<file path="src/rtl/keyed_accum_fsm.sv">
// Key-locked frame accumulator: sums BEATS input beats and presents the sum over valid/ready.
// Optional feature macro LOCK_EN builds the key check and the decoy accumulation path.
module keyed_accum_fsm #(
    parameter int                DATA_W  = 8,
    parameter int                BEATS   = 4,
    parameter int                KEY_W   = 4,
    parameter logic [KEY_W-1:0]  KEY_VAL = 4'hA,
    localparam int               SUM_W   = DATA_W + $clog2(BEATS)
) (
    input  logic              clk,
    input  logic              rst,
    input  logic [KEY_W-1:0]  key,
    input  logic              in_valid,
    input  logic [DATA_W-1:0] in_data,
    output logic              in_ready,
    output logic              out_valid,
    output logic [SUM_W-1:0]  out_data,
    input  logic              out_ready,
    output logic              busy,
    output logic [7:0]        frame_cnt
);

    localparam int CNT_W = $clog2(BEATS + 1);

    // Handshakes: a transfer happens on a rising edge where valid && ready;
    // valid never waits on ready, and ready/valid here depend on state only.
    typedef enum logic [1:0] {
        IDLE  = 2'd0,
        ACC   = 2'd1,
        OUT   = 2'd2
`ifdef LOCK_EN
        , ACC_D = 2'd3
`endif
    } state_t;

    state_t             state, state_next;
    logic [SUM_W-1:0]   acc, acc_next;
    logic [CNT_W-1:0]   beat_cnt, cnt_next;
    logic               take;
    logic [DATA_W-1:0]  inv_data;
    logic [SUM_W-1:0]   ext_data;
    logic [SUM_W-1:0]   ext_inv;

    assign inv_data  = ~in_data;
    assign ext_data  = {{(SUM_W-DATA_W){1'b0}}, in_data};
    assign ext_inv   = {{(SUM_W-DATA_W){1'b0}}, inv_data};

    assign in_ready  = (state != OUT);
    assign out_valid = (state == OUT);
    assign busy      = (state != IDLE);
    assign out_data  = acc;
    assign take      = in_valid && in_ready;

`ifndef LOCK_EN
    logic unused_key;
    assign unused_key = ^key;
`endif

    always_ff @(posedge clk or posedge rst) begin
        if (rst) begin
            state     <= IDLE;
            acc       <= '0;
            beat_cnt  <= '0;
            frame_cnt <= '0;
        end else begin
            state    <= state_next;
            acc      <= acc_next;
            beat_cnt <= cnt_next;
            if (out_valid && out_ready)
                frame_cnt <= frame_cnt + 8'd1;
        end
    end

    always_comb begin
        state_next = state;
        acc_next   = acc;
        cnt_next   = beat_cnt;
        case (state)
            IDLE: begin
                if (take) begin
                    cnt_next = CNT_W'(1);
`ifdef LOCK_EN
                    if (key == KEY_VAL) begin
                        acc_next   = ext_data;
                        state_next = ACC;
                    end else begin
                        acc_next   = ext_inv;
                        state_next = ACC_D;
                    end
`else
                    acc_next   = ext_data;
                    state_next = ACC;
`endif
                end
            end
            ACC: begin
                if (take) begin
                    acc_next = acc + ext_data;
                    cnt_next = beat_cnt + CNT_W'(1);
                    if (beat_cnt == CNT_W'(BEATS - 1))
                        state_next = OUT;
                end
            end
`ifdef LOCK_EN
            // Decoy twin of ACC: same timing, inverted beats.
            ACC_D: begin
                if (take) begin
                    acc_next = acc + ext_inv;
                    cnt_next = beat_cnt + CNT_W'(1);
                    if (beat_cnt == CNT_W'(BEATS - 1))
                        state_next = OUT;
                end
            end
`endif
            OUT: begin
                if (out_ready)
                    state_next = IDLE;
            end
            default: state_next = IDLE;
        endcase
    end

endmodule

</file>
<file path="config.mk">
export PLATFORM = sky130hd
export DESIGN_NAME = keyed_accum_fsm
export DESIGN_NICKNAME = d
export VERILOG_FILES = /design/src/rtl/keyed_accum_fsm.sv
export SDC_FILE = /design/constraint.sdc
export NUM_CORES = 1
export LEC_CHECK = 0
export CAP_MARGIN = 10
export CELL_PAD_IN_SITES_DETAIL_PLACEMENT = 0
export CELL_PAD_IN_SITES_GLOBAL_PLACEMENT = 1
export CORE_MARGIN = 8
export CORE_UTILIZATION = 33
export CTS_CLUSTER_DIAMETER = 120
export CTS_CLUSTER_SIZE = 16
export DETAILED_ROUTE_END_ITERATION = 8
export PLACE_DENSITY = 0.73
export SYNTH_ARGS = -nofsm -noshare
export SYNTH_HDL_FRONTEND = slang
export SYNTH_SLANG_ARGS = --single-unit
</file>
<file path="constraint.sdc">
create_clock -name clk -period 1.7 [get_ports clk]
set_input_delay 0.255 -clock clk [delete_from_list [all_inputs] [get_ports clk]]
set_output_delay 0.255 -clock clk [all_outputs]
set_load 0.05 [all_outputs]
</file>
==> flow_summary.yaml <==
critical_path:
  crit_fanout: 3
  critPathTopFamily: "adder cells"
  max_stage_delay_ns: 0.43
  path_buf_inv: 0
  crit_slowest_cell: "dfrtp_2"
  critPathLaunchType: "flop"
  crit_arrival_ns: 1.98
  ff2ff_setup_slack_ns: -0.14
  cp_cell_sequence: "ha_4 > fa_2 > a21o_1 > a221oi_2 > xnor2_1 > mux2i_1 > o21ai_1"
  crit_path_end_kind: "flop"
  worst-endpoint-required_ns: 1.84
  crit_type: "reg2reg"
synth:
  synth-async-reset-ratio: 1.00
  syn_nets: 173
  seq_area_frac_synth: 0.409
  ys_warn_count: 0
  synthCells: 145
  synth_enable_flop_cells: 0
  netlist_area_um2: 1410
  synth_cell_type_count: 38
  avgSynthCellArea_um2: 9.71
  synth_ff_type: "dfrtp_1"
  ys_seq_elements: 23
sta:
  max_freq_mhz: 544
  timing.final.crit_share: 1.08
  setup_violations: 5
  fin_ws_ns: -0.139
  worstMarginPinSlew_ns: 0.433
  slew_headroom: 0.711
  rsz0062_at_grt: "true"
  hold_viol: 0
  min_period_ns: 1.84
  slew_violations: 0
  finClkSkew_ns: 0.00420
route:
  drt_wl_total_mm: 3.59
  drc: 0
  viasPerCell: 5.02
  ant_nets: 0
  via_count: 1259
  wl_per_cell_um: 14.3
  firstDrtPassIters: 4
  drt_iter0_drc: 35
floorplan:
  io_pins: 37
  die_height_um: 81.3
  core_area_um2: 4060
  die_w_um: 81.3
  rows: 23
  initial_utilization: 0.347
  die_area_um2: 6610
grt:
  antenna_found_initial: 0
  globalRouteTotalUtil: 0.114
  grt_pass1_wl_mm: 6.08
  grt_pass1_vias: 1333
  grt_overflow: 0
  grt_max_degree: 24
pwr:
  power_per_cell_area_nw_per_um2: 1860
  p_leak_nw: 0.967
  peakVddDrop_v: 0.000707
layout:
  synthToLayoutAreaGrowth_pct: 47.7
  antenna-diode-count: 0
  fillerInstances: 365
  final_core_util: 0.512
  fin_nets: 230
  fin_area_um2: 2080
  drive_gt1_frac: 0.353
cts:
  clkSinkCount: 23
  cts_tree: "yes"
  path_clk_slew_ns: 0.08
  h-tree-depth: 1
  root_buffer: "clkbuf_8"
  cts-buffers-inserted: 3
  cts_buffer_depth: 2
  clk_latency_ns: 0.27
placement:
  gp_congestion: 0.814
  place_hpwl_mm: 2.78
  portBuffers: 32
  place_area_um2: 1980
min_path:
  hold_class: "in2async"
run_status:
  violations: "setup timing"
  status: "complete, but fails checks"
run:
  maxCapViolCount: 0
-- area by class of cell --
class | instances | area [um^2] | area share
clock buffer | 4 | 45.0 | 0.0217
inverter | 4 | 18.8 | 0.00903
tap | 50 | 62.6 | 0.0301
multi-input combinational | 114 | 901 | 0.433
timing repair buffer | 56 | 469 | 0.226
sequential | 23 | 583 | 0.280
-- cells by family after synthesis --
group | share of synthesized area
adder cells (fa/ha/maj) | 0.112
buffers and inverters | 0.0258
AO/OA/AOI/OAI | 0.147
XOR/XNOR | 0.0747
multiplexers | 0.0507
AND/OR/NAND/NOR | 0.181
flip-flops | 0.409
-- synth_stat cells, drive strengths merged (4+ instances only) --
cell / number / share of area
nand3: 7 / 0.025
nand4: 4 / 0.018
xor2: 4 / 0.025
mux2i: 6 / 0.043
dfrtp: 23 / 0.41
a21oi: 4 / 0.014
inv: 4 / 0.011
ha: 11 / 0.098
o21ai: 16 / 0.057
nor2: 7 / 0.019
xnor2: 8 / 0.050
nand2: 17 / 0.045
-- per-stage QoR --
step	setup slack, ns	hold slack [ns]	setup TNS (ns)	cells	total power (W)
finish	-0.139	0.329	-0.294	251	0.00387
global route	-0.255	0.367	-0.884	251	0.00419
CTS	-0.176	0.346	-0.398	250	0.00385
detailed placement	-0.485	0.464	-2.90	246	0.00342
global placement	-0.452	0.459	-2.66	246	0.00336
floorplan	-0.205	0.257	-0.504	145	0.00256
-- report_power, final --
part | internal [W] | switching [W] | leakage (nW)
Combinational | 0.00116 | 0.00143 | 0.661
Clock | 0.000167 | 0.000176 | 0.0228
Sequential | 0.000749 | 0.000193 | 0.284
Total | 0.00208 | 0.00180 | 0.967
-- final timing paths --
check,startpoint,to,cells after the start
hold reg to reg,frame_cnt[7]$_DFFE_PP0P_,frame_cnt[7]$_DFFE_PP0P_,1
min in group clk,frame_cnt[7]$_DFFE_PP0P_,frame_cnt[7]$_DFFE_PP0P_,1
max in group asynchronous,rst,out_data[1]$_DFFE_PP0P_,3
setup / recovery,out_data[0]$_DFFE_PP0P_,out_data[6]$_DFFE_PP0P_,7
setup reg to reg,out_data[0]$_DFFE_PP0P_,out_data[6]$_DFFE_PP0P_,7
hold / removal,rst,frame_cnt[7]$_DFFE_PP0P_,3
-- worst reg2reg max path: stages, from the launching register on --
cell	delay, ns
dfrtp_2	0.43
ha_4	0.17
fa_2	0.36
a21o_1	0.19
a221oi_2	0.26
xnor2_1	0.09
mux2i_1	0.15
o21ai_1	0.07
-- state kept, by name (all words and copies together) (netlist names) --
| signal | flops |
|---|---|
| beat_cnt | 3 |
| out_data | 10 |
| state | 2 |
| frame_cnt | 8 |
-- cells in the final DEF, fill, tap and decap left out, types with 3 or more instances in the layout --
master,netlist,layout
nand4_1,4,4
ha_1,11,6
o21ai_0,15,13
nor2_1,7,6
nor2b_1,3,3
nand3_1,7,7
ha_4,0,4
buf_4,1,43
mux2i_1,6,6
dlygate4sd2_1,0,3
a21oi_1,4,3
xnor2_1,8,8
inv_1,4,3
clkbuf_8,0,3
clkdlybuf4s50_1,0,8
nand2_1,17,17
dfrtp_1,23,17
o21ai_1,1,3
xor2_1,4,4
dfrtp_2,0,6
-- repair_timing --
| action | CTS | global route |
|---|---|---|
| setup endpoints to repair | 7 | 7 |
| hold buffers | 0 | 0 |
| pin swaps | 5 | 5 |
| gates resized for setup | 8 | 5 |
| cloned | 0 | 0 |
| setup buffers | 0 | 1 |
-- per-layer routing --
metal  part of all wire  global-route usage  wire length (um)
met4              0.012              0.0321                42
met5                  0                   0                 0
met3              0.069              0.0331               246
met2               0.48               0.189              1730
met1               0.44               0.141              1570
(Power assumes the default switching activity.)
